File: src/rtl/systolic_edge_feeder_if.sv
// systolic_edge_feeder_if: ready/valid vector stream feeding one systolic-array edge.
interface systolic_edge_feeder_if #(parameter int IP_size = 8, parameter int LANES = 4);
    logic in_valid;
    logic in_ready;
    logic in_last;
    logic [LANES*IP_size-1:0] in_data;
    modport master (output in_valid, in_last, in_data, input in_ready);
    modport slave (input in_valid, in_last, in_data, output in_ready);
endinterface

File: src/rtl/systolic_edge_feeder.sv
// systolic_edge_feeder: skews a beat stream onto the array edge lanes and flags tile completion.
module systolic_edge_feeder #(
    parameter int IP_size = 8,
    parameter int LANES = 4,
    parameter int PROP_DEPTH = 3,
    parameter int MAC_LAT = 4,
    parameter int CNT_W = 16
) (
    input  logic clk,
    input  logic rst,
    systolic_edge_feeder_if.slave s,
    output logic [LANES*IP_size-1:0] x_out,
    output logic [LANES-1:0] en_out,
    output logic [LANES-1:0] clr_out,
    output logic busy,
    output logic tile_done,
    output logic [CNT_W-1:0] k_count
);
    localparam int DONE_LAT = LANES + PROP_DEPTH + MAC_LAT;
    localparam int FW = $clog2(DONE_LAT + 1);
    localparam logic [FW-1:0] LOAD = FW'(DONE_LAT - 1);

    typedef enum logic [1:0] {IDLE, STREAM, FLUSH} state_t;

    state_t state, state_n;
    logic [FW-1:0] cnt, cnt_n;
    logic [CNT_W-1:0] k_n;
    logic done_n, acc;
    logic [LANES*IP_size-1:0] b_x;
    logic b_en, b_clr;

    assign s.in_ready = state != FLUSH;
    assign acc = s.in_valid && s.in_ready;

    always_comb begin
        state_n = state;
        cnt_n = cnt;
        k_n = k_count;
        done_n = 1'b0;
        case (state)
            IDLE: if (acc) begin
                k_n = CNT_W'(1);
                cnt_n = LOAD;
                state_n = s.in_last ? FLUSH : STREAM;
            end
            STREAM: if (acc) begin
                k_n = &k_count ? k_count : k_count + 1'b1;
                cnt_n = LOAD;
                state_n = s.in_last ? FLUSH : STREAM;
            end
            FLUSH: begin
                cnt_n = (cnt == '0) ? cnt : cnt - 1'b1;
                done_n = cnt == '0;
                state_n = (cnt == '0) ? IDLE : FLUSH;
            end
            default: state_n = IDLE;
        endcase
    end

    // b_* holds the accepted beat (or a bubble) one cycle; lane chains skew it from there
    always_ff @(posedge clk) begin
        if (rst) begin
            state <= IDLE;
            cnt <= '0;
            k_count <= '0;
            tile_done <= 1'b0;
            busy <= 1'b0;
            b_x <= '0;
            b_en <= 1'b0;
            b_clr <= 1'b0;
        end else begin
            state <= state_n;
            cnt <= cnt_n;
            k_count <= k_n;
            tile_done <= done_n;
            busy <= state_n != IDLE;
            b_x <= acc ? s.in_data : '0;
            b_en <= acc;
            b_clr <= acc && state == IDLE;
        end
    end

    for (genvar i = 0; i < LANES; i++) begin : g_lane
        logic [IP_size-1:0] cx [i+1];
        logic [i:0] ce, cc;
        always_ff @(posedge clk) begin
            if (rst) begin
                for (int k = 0; k <= i; k++) cx[k] <= '0;
                ce <= '0;
                cc <= '0;
            end else begin
                cx[0] <= b_x[i*IP_size +: IP_size];
                ce[0] <= b_en;
                cc[0] <= b_clr;
                for (int k = 1; k <= i; k++) begin
                    cx[k] <= cx[k-1];
                    ce[k] <= ce[k-1];
                    cc[k] <= cc[k-1];
                end
            end
        end
        assign x_out[i*IP_size +: IP_size] = cx[i];
        assign en_out[i] = ce[i];
        assign clr_out[i] = cc[i];
    end
endmodule

File: src/flat_wrapper.sv
// flat-port wrapper written by rule: the top's interface ports become plain ports
module systolic_edge_feeder_flat 
#(
    parameter int IP_size = 8,
    parameter int LANES = 4,
    parameter int PROP_DEPTH = 3,
    parameter int MAC_LAT = 4,
    parameter int CNT_W = 16
)
  (clk, rst, x_out, en_out, clr_out, busy, tile_done, k_count, s_in_valid, s_in_last, s_in_data, s_in_ready);
  systolic_edge_feeder_if #(.IP_size(IP_size), .LANES(LANES)) s_i ();
  input  logic clk;
  input  logic rst;
  output logic [LANES*IP_size-1:0] x_out;
  output logic [LANES-1:0] en_out;
  output logic [LANES-1:0] clr_out;
  output logic busy;
  output logic tile_done;
  output logic [CNT_W-1:0] k_count;
  input wire logic [$bits(s_i.in_valid)-1:0] s_in_valid;
  input wire logic [$bits(s_i.in_last)-1:0] s_in_last;
  input wire logic [$bits(s_i.in_data)-1:0] s_in_data;
  output wire logic [$bits(s_i.in_ready)-1:0] s_in_ready;
  assign s_i.in_valid = s_in_valid;
  assign s_i.in_last = s_in_last;
  assign s_i.in_data = s_in_data;
  assign s_in_ready = s_i.in_ready;
  systolic_edge_feeder #(.IP_size(IP_size), .LANES(LANES), .PROP_DEPTH(PROP_DEPTH), .MAC_LAT(MAC_LAT), .CNT_W(CNT_W)) u_core (.clk(clk), .rst(rst), .s(s_i), .x_out(x_out), .en_out(en_out), .clr_out(clr_out), .busy(busy), .tile_done(tile_done), .k_count(k_count));
endmodule
File: config.mk
export PLATFORM = sky130hd
export DESIGN_NAME = systolic_edge_feeder_flat
export DESIGN_NICKNAME = d
export VERILOG_FILES = /design/src/rtl/systolic_edge_feeder_if.sv /design/src/rtl/systolic_edge_feeder.sv /design/src/flat_wrapper.sv
export SDC_FILE = /design/constraint.sdc
export NUM_CORES = 1
export LEC_CHECK = 0
export CORE_ASPECT_RATIO = 0.6
export CORE_MARGIN = 2
export CORE_UTILIZATION = 40
export DETAILED_ROUTE_END_ITERATION = 10
export SETUP_SLACK_MARGIN = 0.15
export SLEW_MARGIN = 10
export SYNTH_ARGS = -nofsm -noshare
export SYNTH_HDL_FRONTEND = slang
export SYNTH_SLANG_ARGS = --single-unit
File: constraint.sdc
create_clock -name clk -period 2.05 [get_ports clk]
set_clock_uncertainty 0.15 [all_clocks]
set_input_delay 0.41 -clock clk [delete_from_list [all_inputs] [get_ports clk]]
set_output_delay 0.41 -clock clk [all_outputs]
set_load 0.02 [all_outputs]
# Word-level counts from Yosys, hierarchy flattened
# Memory sizes are Yosys's and may differ from the RTL's.
# Cells that the tools add are included.
# op_classes
addsub	2
n_mul	0
n_div	0
magnitude_cmp	0
n_eq_ne	8
shift	0
n_mux	25
bitwise_logic	11
n_reduce_logical	14
# ops
op	count
8-bit 2-to-1 mux	10
16-bit 2-to-1 mux	3
16-bit case mux with 2 select lines	1
16-bit by 1-bit adder with 16-bit output, second input constant	1
16-bit AND reduction	1
1-bit OR	9
4-bit 2-to-1 mux	2
4-bit case mux with 2 select lines	1
8-bit OR reduction	1
2-bit 2-to-1 mux	3
2-bit by 1-bit != test with 1-bit output, second input constant	3
2-bit != test, second input constant	3
2-bit nonzero test	3
2-bit OR reduction	3
4-bit zero test	1
1-bit 2-to-1 mux	4
2-bit case mux with 2 select lines	1
4-bit AND reduction	1
4-bit by 1-bit subtractor with 4-bit output, second input constant	1
3-bit AND reduction	1
2-bit by 1-bit equality test with 1-bit output, second input constant	1
2-bit equality test, second input constant	1
1-bit logical AND	2
2-bit zero test	1
1-bit NOT	2
# word_totals
reg_bits	78
latchBits	0
ramBits	80
mem_bits_ro	0
in_bits	36
out_inout_bits	59
wordCells	80
mem_count	4
# mem_list
name	words	word_bits	read_ports	rd_ports_with_merged_regs	write_ports	line	source
u_core.g_lane[3].cx	4	8	4	0	4	systolic_edge_feeder.sv:84	logic [IP_size-1:0] cx [i+1];
u_core.g_lane[2].cx	3	8	3	0	3	systolic_edge_feeder.sv:84	
u_core.g_lane[1].cx	2	8	2	0	2	systolic_edge_feeder.sv:84	
u_core.g_lane[0].cx	1	8	1	0	1	systolic_edge_feeder.sv:84	

# Longest topological paths before layout
# Gate-level depths: netlist (run 1).
# logic_depth
ltp_word	5
ltp_mapped	7

# Least setup slack after synthesis (run 1)
# OpenSTA, ideal clock, no wires.
# synth_path
kind	register to register
start	register u_core.k_count[8]
end	register u_core.k_count[12]
arrival_ns	1.755
required_ns	1.755
slack_ns	0.001
stages_incl_launch_ff	7
n_path_buf	1
cell_sequence	dfxtp_1 nand3_2 or4_4 buf_6 and3_4 a41oi_2 a311oi_2
# synth_via
elab_chain_len	4
# synth_lines
item	line	source
from (decl)	systolic_edge_feeder.sv:17	output logic [CNT_W-1:0] k_count
from (signal assigned)	systolic_edge_feeder.sv:74	k_count <= k_n;
16-bit by 1-bit adder with 16-bit output	systolic_edge_feeder.sv:47	k_n = &k_count ? k_count : k_count + 1'b1;
16-bit 2-to-1 mux	systolic_edge_feeder.sv:47	
16-bit 2-to-1 mux	systolic_edge_feeder.sv:46	STREAM: if (acc) begin
16-bit case mux with 2 select lines	systolic_edge_feeder.sv:40	case (state)
# Parallel ways exist; a longest one is shown, timed or not. The select of a mux whose other input is x is not followed.
# A chain may end at the register's enable or synchronous reset.

# Worst setup path after layout (run 1)
# layout_path
start	register u_core.state[0]
end	output port s_in_ready
# layout_via
elab_chain_len	1
# layout_lines
item	line	source
from (decl)	systolic_edge_feeder.sv:25	state_t state, state_n;
from (signal assigned)	systolic_edge_feeder.sv:72	state <= state_n;
2-bit != test	systolic_edge_feeder.sv:32	assign s.in_ready = state != FLUSH;
to (decl)	flat_wrapper.sv:23	output wire logic [$bits(s_i.in_ready)-1:0] s_in_ready;
# Every way passes these cells.

==> impl_results.html, run 1 <==
<table>
<tr><th>Metric</th><th>Value</th></tr>
<tr><th colspan="2">Global route</th></tr>
<tr><td>Total global-route track usage</td><td>15.0%</td></tr>
<tr><td>Total congestion overflow</td><td>0</td></tr>
<tr><td>Wire length of the first global-routing pass</td><td>14500 µm</td></tr>
<tr><td>Via count of the first global-routing pass</td><td>2901</td></tr>
<tr><td>Number of antenna violations at the first check in global routing</td><td>1</td></tr>
<tr><td>Maximum number of pins on one net before global-route repair</td><td>66</td></tr>
<tr><th colspan="2">Synth</th></tr>
<tr><td>Basic-gate share of the synthesized area counting and, or, nand and nor cells</td><td>23.4%</td></tr>
<tr><td>Post-synth top flop</td><td>dfxtp_1</td></tr>
<tr><td>Proportion of netlist area held by the largest area contributor</td><td>62.0%</td></tr>
<tr><td>Adder-cell share of the synthesized area</td><td>0.797%</td></tr>
<tr><td>Synthesized area</td><td>4710 µm²</td></tr>
<tr><td>Cell types occupying the most area after synthesis</td><td>dfxtp_1, nor2b_1, and2_1</td></tr>
<tr><td>Xor and xnor fraction of the mapped netlist area</td><td>1.12%</td></tr>
<tr><td>Synth top cells by count</td><td>dfxtp_1, nor2b_1, and2_1</td></tr>
<tr><td>Proportion of synthesized chip area in sequential cells</td><td>62.0%</td></tr>
<tr><td>Cell taking the most area after synthesis</td><td>dfxtp_1</td></tr>
<tr><td>Yosys cell types</td><td>53</td></tr>
<tr><td>Cells after Synth</td><td>418</td></tr>
<tr><td>Most frequently used cell type in the post-synthesis netlist</td><td>dfxtp_1</td></tr>
<tr><td>Number of enable-type register cells in the synthesized netlist</td><td>0</td></tr>
<tr><td>Mux share of post-synthesis cell area</td><td>0.425%</td></tr>
<tr><td>Ys async rst share</td><td>0%</td></tr>
<tr><td>Net Count, Synth</td><td>457</td></tr>
<tr><td>Largest family of logic cells by synthesized area</td><td>simple AND/OR/NAND/NOR gates</td></tr>
<tr><td>#FFs+latches synth</td><td>146</td></tr>
<tr><td>Synth warnings</td><td>0</td></tr>
<tr><td>Mean instance size in the synthesized netlist</td><td>11.3 µm²</td></tr>
<tr><td>Complex-gate fraction of the synthesized area</td><td>6.29%</td></tr>
<tr><th colspan="2">Setup path</th></tr>
<tr><td>Origin of the worst setup path</td><td>u_core.state[0]$_SDFF_PP0_</td></tr>
<tr><td>Largest driver fanout on the critical path</td><td>4</td></tr>
<tr><td>Startpoint type of the worst setup path</td><td>flop</td></tr>
<tr><td>Worst EP required</td><td>1490 ps</td></tr>
<tr><td>Start-to-end type of the worst setup path</td><td>flop to primary output</td></tr>
<tr><td>CP Data Arrival Time</td><td>1410 ps</td></tr>
<tr><td>Start of the worst register-to-register path</td><td>u_core.k_count[14]$_SDFFE_PP0P_</td></tr>
<tr><td>Kind of capture point of the worst setup path</td><td>primary output</td></tr>
<tr><th colspan="2">Power</th></tr>
<tr><td>Switching portion of total power</td><td>20.5%</td></tr>
<tr><td>Pleak</td><td>3.12 nW</td></tr>
<tr><td>Net Sw Power</td><td>1.31 mW</td></tr>
<tr><td>Maximum vdd ir drop</td><td>0.598 mV</td></tr>
<tr><td>Internal power component</td><td>5.11 mW</td></tr>
<tr><td>Combinational share of power</td><td>5.1%</td></tr>
<tr><td>Share of power burned in registers</td><td>45.7%</td></tr>
<tr><td>Areal power density over the cells</td><td>990 nW/µm²</td></tr>
<tr><td>Share of power burned in the clock network</td><td>49.2%</td></tr>
<tr><th colspan="2">Final layout</th></tr>
<tr><td>Antenna diode instance count</td><td>0</td></tr>
<tr><td>Fraction of final layout cells with drive strength greater than 1</td><td>16.3%</td></tr>
<tr><td>Post-route standard cell area excluding fillers</td><td>6480 µm²</td></tr>
<tr><td>Synth-to-layout area growth</td><td>37.6%</td></tr>
<tr><td>Layout net count</td><td>556</td></tr>
<tr><td>Post-route non-filler standard cell count</td><td>689</td></tr>
<tr><th colspan="2">Timing</th></tr>
<tr><td>Crit path time final</td><td>1970 ps</td></tr>
<tr><td>Worst-case hold slack</td><td>233 ps</td></tr>
<tr><td>Final number of max-transition violations</td><td>0</td></tr>
<tr><td>Final count of negative-setup-slack endpoints</td><td>0</td></tr>
<tr><td>Final hold viol count</td><td>0</td></tr>
<tr><td>Measured slew at the worst slew-check pin</td><td>308 ps</td></tr>
<tr><td>Final period util</td><td>96.0%</td></tr>
<tr><td>Total negative slack for setup checks</td><td>0 ps</td></tr>
<tr><td>Maximum clock frequency</td><td>508 MHz</td></tr>
<tr><td>Unrepaired setup endpoints after global routing</td><td>yes</td></tr>
<tr><td>Setup slack after layout</td><td>81.9 ps</td></tr>
<tr><td>Normalized max-slew margin</td><td>79.3%</td></tr>
<tr><th colspan="2">Route</th></tr>
<tr><td>Vias after detailed routing</td><td>2970</td></tr>
<tr><td>Count of routing violations after the opening detailed-route iteration</td><td>142</td></tr>
<tr><td>DR vias/cell</td><td>4.31</td></tr>
<tr><td>Detailed-route wire length per cell</td><td>12.8 µm</td></tr>
<tr><td>Number of nets with antenna violations after routing</td><td>0</td></tr>
<tr><td>Number of search-and-repair iterations in the first detailed-routing pass</td><td>4</td></tr>
<tr><td>Wirelength, routed</td><td>8820 µm</td></tr>
<tr><td>Remaining design rule violation count</td><td>0</td></tr>
<tr><th colspan="2">CTS</th></tr>
<tr><td>CTS Root Cell</td><td>clkbuf_16</td></tr>
<tr><td>H-tree Lvls</td><td>4</td></tr>
<tr><td>Clk slew on worst S/H paths</td><td>60 ps</td></tr>
<tr><td>Number of buffers created by CTS</td><td>17</td></tr>
<tr><td>CTS sink count</td><td>146</td></tr>
<tr><td>Buffer depth of the longest clock path</td><td>2</td></tr>
<tr><td>CTS tree</td><td>done</td></tr>
<tr><td>Clock network latency to the later pin of the worst-skew pair</td><td>400 ps</td></tr>
<tr><th colspan="2">Die</th></tr>
<tr><td>CORE AREA</td><td>11400 µm²</td></tr>
<tr><td>Starting Density</td><td>41.4%</td></tr>
<tr><td>Floorplan die width</td><td>144 µm</td></tr>
<tr><td>Die Area</td><td>12700 µm²</td></tr>
<tr><td>Number of top-level design ports</td><td>95</td></tr>
<tr><td>Number of cell rows</td><td>30</td></tr>
<tr><td>Die outline height</td><td>88.1 µm</td></tr>
<tr><th colspan="2">Run</th></tr>
<tr><td>Max Cap Viol</td><td>0</td></tr>
<tr><th colspan="2">Min path</th></tr>
<tr><td>Tightest Hold Check Type</td><td>primary input to flop</td></tr>
<tr><td>Startpoint of the tightest hold check path</td><td>rst</td></tr>
<tr><th colspan="2">Placed design</th></tr>
<tr><td>Buffers added on ports</td><td>94</td></tr>
<tr><td>Post-Place Worst Slack</td><td>-25.2 ps</td></tr>
<tr><td>Cell count after placement</td><td>653</td></tr>
<tr><td>Placed inst area</td><td>5780 µm²</td></tr>
<tr><td>Weighted congestion at the end of routability-driven global placement</td><td>0.842</td></tr>
<tr><td>HPWL after DPL</td><td>5850 µm</td></tr>
<tr><th colspan="2">Status</th></tr>
<tr><td>Result of the run</td><td>complete, no violations</td></tr>
</table>
## per-stage QoR
step	power, mW	utilization [%]
final	6.42	57.0
after global routing	6.66	57.0
after CTS	6.49	56.2
after detailed placement	3.33	50.8
after global placement	3.33	50.8
after floorplan	3.18	-
## area by class of cell
cell class | instances | area (µm²)
repair buffers | 116 | 1160
clock buffers | 21 | 470
clock inverters | 10 | 146
well taps | 160 | 200
flip-flops and latches | 146 | 2950
fillers | 982 | 4890
inverters | 8 | 30.0
multi-input cells | 228 | 1530
## path summary, 6_finish.rpt
| check | endpoint | slack, ps | cells after the start |
|---|---|---|---|
| worst min-delay path | u_core.k_count[8]$_SDFFE_PP0P_ | 230 | 2 |
| worst min register to register | u_core.g_lane[3].cx[2][4]$_SDFF_PP0_ | 280 | 1 |
| worst max register to register | u_core.k_count[7]$_SDFFE_PP0P_ | 200 | 5 |
| worst max-delay path | s_in_ready | 80 | 3 |
## logic make-up after synthesis
group / Yosys count
xor+xnor: 6
flops: 146
fa+ha+maj: 3
simple gates: 179
buf+inv: 45
compound gates: 37
mux: 2
## layout by cell type, fill, tap and decap left out, types with 2 or more instances in the layout
cell type / netlist / layout
dfxtp_1: 146 / 134
clkbuf_16: 0 / 17
or3_1: 3 / 3
nor2_1: 8 / 8
dfxtp_4: 0 / 3
dlygate4sd2_1: 0 / 29
or4_4: 1 / 2
bufinv_16: 0 / 3
nand2_1: 10 / 10
buf_4: 18 / 21
inv_6: 0 / 4
nor2b_1: 89 / 89
clkdlybuf4s50_1: 0 / 37
buf_12: 0 / 2
nand3_1: 6 / 6
o21ai_0: 7 / 7
nor4_1: 2 / 2
o31ai_1: 2 / 2
a211oi_1: 2 / 2
and3_1: 5 / 4
ha_1: 3 / 3
mux2i_1: 2 / 2
clkbuf_8: 2 / 3
and4_1: 3 / 2
a31oi_1: 3 / 3
and3_2: 1 / 2
and2_1: 33 / 32
dlymetal6s2s_1: 0 / 26
a21oi_1: 10 / 10
nor3_1: 7 / 7
inv_1: 8 / 7
xor2_1: 4 / 4
dfxtp_2: 0 / 9
xnor2_1: 2 / 2
## state kept, by name, summed over array words and instances, names as in the netlist
| register | cells |
|---|---|
| u_core.tile_done | 1 |
| u_core.g_lane.cx | 80 |
| u_core.b_clr | 1 |
| u_core.busy | 1 |
| u_core.cnt | 4 |
| u_core.b_en | 1 |
| u_core.state | 2 |
| u_core.b_x | 32 |
| u_core.g_lane.ce | 4 |
| u_core.k_count | 16 |
| u_core.g_lane.cc | 4 |
## worst max-delay path, stage by stage, from the launching register on
cell and delay (ps):
dfxtp_2 370, and2b_1 220, inv_1 110, clkdlybuf4s15_1 320
## routing by layer
metal	global-route usage (%)	wire length, µm	share of wire (%)
met2	20.3	3500	40
met5	0	13	0.15
met4	6.51	122	1.4
met3	5.41	675	7.7
met1	21.5	4510	51
## power groups by stage
stage	registers (mW)	clock network, mW	logic, mW
global route	2.94	3.36	0.362
CTS	2.93	3.22	0.336
floorplan	3.01	0	0.169
finish	2.93	3.16	0.330
global placement	3.00	0	0.333
detailed placement	3.00	0	0.337
## what timing repair did
item | in CTS | in global routing
hold buffers | 0 | 0
pin swaps | 3 | 3
endpoints found under the hold margin | 0 | 0
buffers inserted | 2 | 2
resized for setup | 35 | 33
cloned | 1 | 0
setup endpoints to repair | 35 | 40
Note: power is estimated with default switching activity, not from simulation.
==> run 2: changes to the inputs <==
--- a/config.mk
+++ b/config.mk
@@ -9,6 +9,6 @@
 export CORE_MARGIN = 2
-export CORE_UTILIZATION = 40
+export CORE_UTILIZATION = 35
 export DETAILED_ROUTE_END_ITERATION = 10
 export SETUP_SLACK_MARGIN = 0.15
-export SLEW_MARGIN = 10
+export SLEW_MARGIN = 20
 export SYNTH_ARGS = -nofsm -noshare
--- a/constraint.sdc
+++ b/constraint.sdc
@@ -4,2 +4,2 @@
 set_output_delay 0.41 -clock clk [all_outputs]
-set_load 0.02 [all_outputs]
+set_load 0.005 [all_outputs]
==> run 2 against run 1 <==
  * Core utilization is 6.5 points lower
  * First-iteration DRC count decreased by 44%
  * Clock power is 3% lower
  * Maximum frequency rose by 2.6%
  * Power down 1.3%
  * Die area is 14% higher
  * Global-route usage decreased by 1.5 points
  * Largest cell class unchanged
  * Register-to-register slack worse by 70 ps
  * Routed wire length rose by 3.9%
  * Final cell count grew 3.5%
  * Largest power group unchanged
==> impl_results.html, run 2 (synthesized netlist as in run 1, its figures left out) <==
<table>
<tr><th>Metric</th><th>Value</th></tr>
<tr><th colspan="2">Status</th></tr>
<tr><td>Result of the run</td><td>complete, no violations</td></tr>
<tr><th colspan="2">Power</th></tr>
<tr><td>Areal power density over the cells</td><td>967 nW/µm²</td></tr>
<tr><td>Net Sw Power</td><td>1.39 mW</td></tr>
<tr><td>Share of power burned in the clock network</td><td>48.6%</td></tr>
<tr><td>Maximum vdd ir drop</td><td>0.513 mV</td></tr>
<tr><td>Internal power component</td><td>4.95 mW</td></tr>
<tr><td>Share of power burned in registers</td><td>46.3%</td></tr>
<tr><td>Switching portion of total power</td><td>21.9%</td></tr>
<tr><td>Pleak</td><td>2.62 nW</td></tr>
<tr><td>Combinational share of power</td><td>5.2%</td></tr>
<tr><th colspan="2">Route</th></tr>
<tr><td>Wirelength, routed</td><td>9170 µm</td></tr>
<tr><td>Detailed-route wire length per cell</td><td>12.9 µm</td></tr>
<tr><td>Number of nets with antenna violations after routing</td><td>0</td></tr>
<tr><td>Remaining design rule violation count</td><td>0</td></tr>
<tr><td>Count of routing violations after the opening detailed-route iteration</td><td>80</td></tr>
<tr><td>Vias after detailed routing</td><td>3101</td></tr>
<tr><td>DR vias/cell</td><td>4.35</td></tr>
<tr><td>Number of search-and-repair iterations in the first detailed-routing pass</td><td>4</td></tr>
<tr><th colspan="2">Setup path</th></tr>
<tr><td>Startpoint type of the worst setup path</td><td>flop</td></tr>
<tr><td>Worst EP required</td><td>2190 ps</td></tr>
<tr><td>CP Data Arrival Time</td><td>2060 ps</td></tr>
<tr><td>Largest driver fanout on the critical path</td><td>6</td></tr>
<tr><td>Kind of capture point of the worst setup path</td><td>flop</td></tr>
<tr><td>Start-to-end type of the worst setup path</td><td>flop to flop</td></tr>
<tr><td>R2R Setup Slk</td><td>130 ps</td></tr>
<tr><th colspan="2">Timing</th></tr>
<tr><td>Unrepaired setup endpoints after global routing</td><td>yes</td></tr>
<tr><td>Maximum clock frequency</td><td>522 MHz</td></tr>
<tr><td>Setup slack after layout</td><td>133 ps</td></tr>
<tr><td>Measured slew at the worst slew-check pin</td><td>413 ps</td></tr>
<tr><td>Final hold viol count</td><td>0</td></tr>
<tr><td>Normalized max-slew margin</td><td>72.5%</td></tr>
<tr><td>Worst-case hold slack</td><td>154 ps</td></tr>
<tr><td>Final count of negative-setup-slack endpoints</td><td>0</td></tr>
<tr><td>Crit path time final</td><td>1920 ps</td></tr>
<tr><td>Final period util</td><td>93.5%</td></tr>
<tr><td>Final number of max-transition violations</td><td>0</td></tr>
<tr><th colspan="2">Die</th></tr>
<tr><td>Number of top-level design ports</td><td>95</td></tr>
<tr><td>Number of cell rows</td><td>32</td></tr>
<tr><td>Die Area</td><td>14400 µm²</td></tr>
<tr><td>Starting Density</td><td>36.3%</td></tr>
<tr><td>Die outline height</td><td>93.9 µm</td></tr>
<tr><td>Floorplan die width</td><td>154 µm</td></tr>
<tr><td>CORE AREA</td><td>13000 µm²</td></tr>
<tr><th colspan="2">CTS</th></tr>
<tr><td>CTS sink count</td><td>146</td></tr>
<tr><td>Buffer depth of the longest clock path</td><td>2</td></tr>
<tr><td>Clk slew on worst S/H paths</td><td>60 ps</td></tr>
<tr><td>H-tree Lvls</td><td>4</td></tr>
<tr><td>CTS tree</td><td>done</td></tr>
<tr><td>Number of buffers created by CTS</td><td>17</td></tr>
<tr><td>CTS Root Cell</td><td>clkbuf_16</td></tr>
<tr><td>Clock network latency to the later pin of the worst-skew pair</td><td>410 ps</td></tr>
<tr><th colspan="2">Final layout</th></tr>
<tr><td>Registers with the most flip-flops</td><td>u_core.g_lane.cx: 80 flops, u_core.b_x: 32 flops, u_core.k_count: 16 flops</td></tr>
<tr><td>Antenna diode instance count</td><td>0</td></tr>
<tr><td>Max FFs per register</td><td>80</td></tr>
<tr><td>Final standard cell utilization of the core</td><td>50.5%</td></tr>
<tr><td>Layout net count</td><td>569</td></tr>
<tr><td>Synth-to-layout area growth</td><td>39.2%</td></tr>
<tr><td>Commonest non-fill, non-tap cells in the layout</td><td>dfxtp_1, nor2b_1, clkdlybuf4s50_1</td></tr>
<tr><td>Register bank with the most flops</td><td>u_core.g_lane.cx</td></tr>
<tr><td>Most common library cell in the layout ignoring fill and taps</td><td>dfxtp_1</td></tr>
<tr><td>Fraction of final layout cells with drive strength greater than 1</td><td>19.9%</td></tr>
<tr><th colspan="2">Global route</th></tr>
<tr><td>Total congestion overflow</td><td>0</td></tr>
<tr><td>Maximum number of pins on one net before global-route repair</td><td>44</td></tr>
<tr><td>Wire length of the first global-routing pass</td><td>15100 µm</td></tr>
<tr><td>Number of antenna violations at the first check in global routing</td><td>0</td></tr>
<tr><td>Via count of the first global-routing pass</td><td>2983</td></tr>
<tr><td>Total global-route track usage</td><td>13.5%</td></tr>
<tr><th colspan="2">Min path</th></tr>
<tr><td>Tightest Hold Check Type</td><td>primary input to flop</td></tr>
<tr><th colspan="2">Run</th></tr>
<tr><td>Max Cap Viol</td><td>0</td></tr>
<tr><th colspan="2">Placed design</th></tr>
<tr><td>Buffers added on ports</td><td>94</td></tr>
<tr><td>HPWL after DPL</td><td>6170 µm</td></tr>
<tr><td>Post-Place Worst Slack</td><td>-77.8 ps</td></tr>
<tr><td>Weighted congestion at the end of routability-driven global placement</td><td>0.816</td></tr>
</table>
-- run 2: changes by cell type in the layout (fill, tap and decap cells not counted), sizes merged --
cell / before / now
bufinv: 3 / 2
clkinv: 2 / 6
buf: 23 / 37
clkbuf: 21 / 19
dlymetal6s2s: 26 / 0
dlygate4sd2: 29 / 11
clkdlybuf4s50: 37 / 81
or4: 3 / 2
-- run 2: timing repair --
| action | 4_1_cts | 5_1_grt |
|---|---|---|
| hold endpoints to repair | 0 | 0 |
| buffers inserted | 6 | 2 |
| gates resized for setup | 27 | 17 |
| hold buffers | 0 | 0 |
| pin swaps | 3 | 9 |
| endpoints found under the setup margin | 20 | 17 |
-- run 2: layout make-up --
cell class	count	area, µm²
clock buffer	19	443
clock inverter	13	153
fill	1176	6420
inverter	8	30.0
multi-input combinational	227	1540
sequential	146	2950
tap	170	213
timing repair buffer	130	1230
-- run 2: power by group through the flow --
| stage | Sequential, mW | Combinational, mW | Clock, mW |
|---|---|---|---|
| floorplan | 3.00 | 0.160 | 0 |
| global placement | 3.00 | 0.313 | 0 |
| detailed placement | 3.00 | 0.318 | 0 |
| CTS | 2.94 | 0.328 | 3.15 |
| global route | 2.94 | 0.361 | 3.29 |
| finish | 2.94 | 0.327 | 3.08 |
-- run 2: metal layers --
metal | up-vias | routed length (µm) | global-route usage [%]
met4 | 0 | 139 | 4.97
met5 | - | 0 | 0
li1 | 1562 | - | -
met3 | 15 | 642 | 5.21
met2 | 110 | 3770 | 19.7
met1 | 1414 | 4620 | 18.1
-- run 2: path summary, 6_finish.rpt --
kind / start / end / cells past startpoint
hold / removal: rst / u_core.k_count[9]$_SDFFE_PP0P_ / 2
setup / recovery: u_core.k_count[14]$_SDFFE_PP0P_ / u_core.k_count[3]$_SDFFE_PP0P_ / 5
setup reg to reg: u_core.k_count[14]$_SDFFE_PP0P_ / u_core.k_count[3]$_SDFFE_PP0P_ / 5
hold reg to reg: u_core.g_lane[1].cx[0][7]$_SDFF_PP0_ / u_core.g_lane[1].cx[0][15]$_SDFF_PP0_ / 1
-- run 2: through the flow --
stage	instance area, µm²	std cells	power [mW]	TNS [ps]
after floorplan	4710	418	3.16	0
after global placement	5850	673	3.31	-32.8
after detailed placement	5850	673	3.32	-93.5
after CTS	6500	711	6.42	0
after global routing	6560	713	6.59	0
final	6560	713	6.34	0
-- run 2: critical path: stages (launching register included) --
cell	delay [ps]
dfxtp_2	350
nand4_1	130
or4_4	590
o211ai_4	300
nor4_2	80
a31o_1	200
==> run 3: changes to the inputs <==
CORE_ASPECT_RATIO = 0.5   (was 0.6)
GPL_TIMING_DRIVEN = 0   (was unset)
SKIP_LAST_GASP = 1   (was unset)
==> run 3 against run 2 <==
  * Worst setup slack got worse by 44 ps
  * Register-to-register slack got worse by 40 ps
  * Final cell count increased by 1.7%
  * Non-clock buffer count increased by 11
  * Sequential share of layout area decreased by 0.75 points
  * Hold slack improved by 120 ps
  * Via count decreased by 0.81%
  * Maximum frequency decreased by 2.2%
  * Sequential power about the same
  * Routed wire length decreased by 3.5%
  * Count of clock-buffer cells in the layout decreased by 2
  * Die area increased by 0.18%
==> impl_results.html, run 3 (synthesized netlist as in run 1, its figures left out) <==
<table>
<tr><th>Metric</th><th>Value</th></tr>
<tr><th colspan="2">Power</th></tr>
<tr><td>Areal power density over the cells</td><td>963 nW/µm²</td></tr>
<tr><td>Post-layout power</td><td>6.46 mW</td></tr>
<tr><td>Maximum vdd ir drop</td><td>0.494 mV</td></tr>
<tr><td>Pleak</td><td>2.80 nW</td></tr>
<tr><th colspan="2">CTS</th></tr>
<tr><td>CTS Root Cell</td><td>clkbuf_16</td></tr>
<tr><td>Clk slew on worst S/H paths</td><td>60 ps</td></tr>
<tr><td>Post-cts hold buffer count</td><td>0</td></tr>
<tr><td>H-tree Lvls</td><td>4</td></tr>
<tr><td>Buffer depth of the longest clock path</td><td>2</td></tr>
<tr><td>Number of buffers created by CTS</td><td>17</td></tr>
<tr><td>Clock network latency to the later pin of the worst-skew pair</td><td>410 ps</td></tr>
<tr><td>CTS tree</td><td>done</td></tr>
<tr><td>CTS sink count</td><td>146</td></tr>
<tr><th colspan="2">Final layout</th></tr>
<tr><td>Commonest non-fill, non-tap cells in the layout</td><td>dfxtp_1, nor2b_1, clkdlybuf4s50_1</td></tr>
<tr><td>Max FFs per register</td><td>80</td></tr>
<tr><td>Post-route standard cell area excluding fillers</td><td>6700 µm²</td></tr>
<tr><td>Fraction of final layout cells with drive strength greater than 1</td><td>20.2%</td></tr>
<tr><td>Synth-to-layout area growth</td><td>42.3%</td></tr>
<tr><td>Registers with the most flip-flops</td><td>u_core.g_lane.cx: 80 flops, u_core.b_x: 32 flops, u_core.k_count: 16 flops</td></tr>
<tr><td>Register bank with the most flops</td><td>u_core.g_lane.cx</td></tr>
<tr><td>Most common library cell in the layout ignoring fill and taps</td><td>dfxtp_1</td></tr>
<tr><td>Layout net count</td><td>580</td></tr>
<tr><th colspan="2">Die</th></tr>
<tr><td>Number of cell rows</td><td>29</td></tr>
<tr><td>Number of top-level design ports</td><td>95</td></tr>
<tr><td>Die Area</td><td>14500 µm²</td></tr>
<tr><td>Starting Density</td><td>36.5%</td></tr>
<tr><td>Floorplan die width</td><td>168 µm</td></tr>
<tr><td>CORE AREA</td><td>12900 µm²</td></tr>
<tr><td>Die outline height</td><td>86.0 µm</td></tr>
<tr><th colspan="2">Global route</th></tr>
<tr><td>Number of antenna violations at the first check in global routing</td><td>0</td></tr>
<tr><td>Met3 track utilization from global routing</td><td>3.65%</td></tr>
<tr><td>Maximum number of pins on one net before global-route repair</td><td>17</td></tr>
<tr><td>Grt met1 use</td><td>15.3%</td></tr>
<tr><td>Via count of the first global-routing pass</td><td>2913</td></tr>
<tr><td>Wire length of the first global-routing pass</td><td>14200 µm</td></tr>
<tr><td>Met2 Use GR</td><td>21.5%</td></tr>
<tr><td>Total global-route track usage</td><td>12.9%</td></tr>
<tr><td>Layer with the highest usage</td><td>met2</td></tr>
<tr><td>Total congestion overflow</td><td>0</td></tr>
<tr><th colspan="2">Setup path</th></tr>
<tr><td>Startpoint type of the worst setup path</td><td>flop</td></tr>
<tr><td>Start-to-end type of the worst setup path</td><td>flop to flop</td></tr>
<tr><td>Kind of capture point of the worst setup path</td><td>flop</td></tr>
<tr><td>Largest driver fanout on the critical path</td><td>7</td></tr>
<tr><td>CP Data Arrival Time</td><td>2110 ps</td></tr>
<tr><td>R2R Setup Slk</td><td>90 ps</td></tr>
<tr><td>Worst Reg-to-Reg Cells</td><td>7</td></tr>
<tr><td>Worst EP required</td><td>2200 ps</td></tr>
<tr><td>Start of the worst register-to-register path</td><td>u_core.state[0]$_SDFF_PP0_</td></tr>
<tr><td>FF-to-FF End</td><td>u_core.k_count[7]$_SDFFE_PP0P_</td></tr>
<tr><th colspan="2">Route</th></tr>
<tr><td>Count of routing violations after the opening detailed-route iteration</td><td>148</td></tr>
<tr><td>DR vias/cell</td><td>4.24</td></tr>
<tr><td>Number of nets with antenna violations after routing</td><td>0</td></tr>
<tr><td>Remaining design rule violation count</td><td>0</td></tr>
<tr><td>Number of search-and-repair iterations in the first detailed-routing pass</td><td>4</td></tr>
<tr><td>Wirelength, routed</td><td>8850 µm</td></tr>
<tr><td>Detailed-route wire length per cell</td><td>12.2 µm</td></tr>
<tr><td>Vias after detailed routing</td><td>3076</td></tr>
<tr><th colspan="2">Timing</th></tr>
<tr><td>Setup slack after layout</td><td>89.0 ps</td></tr>
<tr><td>Final number of max-transition violations</td><td>0</td></tr>
<tr><td>Final count of negative-setup-slack endpoints</td><td>0</td></tr>
<tr><td>Final period util</td><td>95.7%</td></tr>
<tr><td>Worst-case hold slack</td><td>279 ps</td></tr>
<tr><td>Maximum clock frequency</td><td>510 MHz</td></tr>
<tr><td>Total negative slack for setup checks</td><td>0 ps</td></tr>
<tr><td>Normalized max-slew margin</td><td>56.6%</td></tr>
<tr><td>Final hold viol count</td><td>0</td></tr>
<tr><td>Unrepaired setup endpoints after global routing</td><td>yes</td></tr>
<tr><td>Crit path time final</td><td>1960 ps</td></tr>
<tr><td>Measured slew at the worst slew-check pin</td><td>650 ps</td></tr>
<tr><th colspan="2">Min path</th></tr>
<tr><td>Worst hold stages</td><td>1</td></tr>
<tr><td>Destination of the worst hold path</td><td>u_core.g_lane[2].cx[0][20]$_SDFF_PP0_</td></tr>
<tr><td>Startpoint of the tightest hold check path</td><td>u_core.g_lane[2].cx[0][12]$_SDFF_PP0_</td></tr>
<tr><td>Tightest Hold Check Type</td><td>flop to flop</td></tr>
<tr><th colspan="2">Placed design</th></tr>
<tr><td>Post-Place Worst Slack</td><td>-242 ps</td></tr>
<tr><td>Weighted congestion at the end of routability-driven global placement</td><td>0.792</td></tr>
<tr><td>HPWL after DPL</td><td>5930 µm</td></tr>
<tr><td>Placed inst area</td><td>5860 µm²</td></tr>
<tr><td>Buffers added on ports</td><td>93</td></tr>
<tr><th colspan="2">Run</th></tr>
<tr><td>Max Cap Viol</td><td>0</td></tr>
<tr><th colspan="2">Status</th></tr>
<tr><td>Result of the run</td><td>complete, no violations</td></tr>
</table>
-- run 3: changes by cell type in the layout (fill, tap and decap cells not counted), sizes merged --
| cell | change |
|---|---|
| buf | -5 |
| bufinv | +1 |
| clkbuf | +14 |
| clkdlybuf4s15 | -1 |
| clkdlybuf4s50 | -2 |
| clkinv | -3 |
| clkinvlp | +1 |
| diode | +1 |
| dlygate4sd2 | -7 |
| dlymetal6s2s | +10 |
| inv | +3 |
-- run 3: report_power, final --
group          switching [mW]  internal [mW]  leakage (nW)
registers              0.0239           2.91          1.20
logic                   0.140          0.180          1.30
clock network            1.26           1.95         0.299
total                    1.42           5.04          2.80
-- run 3: worst max path at each step --
stage | from | to | depth (start not counted)
floorplan | u_core.k_count[9]$_SDFFE_PP0P_ | u_core.k_count[12]$_SDFFE_PP0P_ | 6
global placement | rst | u_core.b_x[8]$_SDFF_PP0_ | 5
detailed placement | rst | u_core.b_x[1]$_SDFF_PP0_ | 5
CTS | u_core.state[0]$_SDFF_PP0_ | u_core.k_count[3]$_SDFFE_PP0P_ | 7
global route | u_core.state[0]$_SDFF_PP0_ | u_core.k_count[5]$_SDFFE_PP0P_ | 7
finish | u_core.state[0]$_SDFF_PP0_ | u_core.k_count[7]$_SDFFE_PP0P_ | 7
-- run 3: area by class of cell --
cell class | count | area [µm²]
Antenna cell | 1 | 2.50
Buffer | 37 | 248
Clock buffer | 17 | 425
Clock inverter | 15 | 194
Fill cell | 1154 | 6210
Inverter | 8 | 30.0
Multi-Input combinational cell | 227 | 1570
Sequential cell | 146 | 2960
Tap cell | 170 | 213
Timing Repair Buffer | 104 | 1060
-- run 3: worst max-delay path: stages (launching register included) --
cell,delay [ps]
dfxtp_4,350
buf_6,100
nand2b_4,50
or4_4,530
buf_8,160
o21ai_4,240
o21ai_0,140
o311a_1,130
-- run 3: what timing repair did --
item | CTS | global route
setup buffers | 8 | 2
resized for setup | 32 | 27
gates cloned | 1 | 0
endpoints found under the setup margin | 59 | 58
pin swaps | 11 | 6
-- run 3: per-layer routing --
| metal | part of all wire [%] | vias to the layer above |
|---|---|---|
| li1 | - | 1605 |
| met1 | 46 | 1371 |
| met2 | 47 | 89 |
| met3 | 4.7 | 11 |
| met4 | 1.4 | 0 |
| met5 | 0 | - |
-- run 3: metrics by stage --
step                std cells  util, %
finish                    725     51.9
global route              724     51.9
CTS                       722     51.3
detailed placement        681     45.3
global placement          681     45.3
floorplan                 418        -
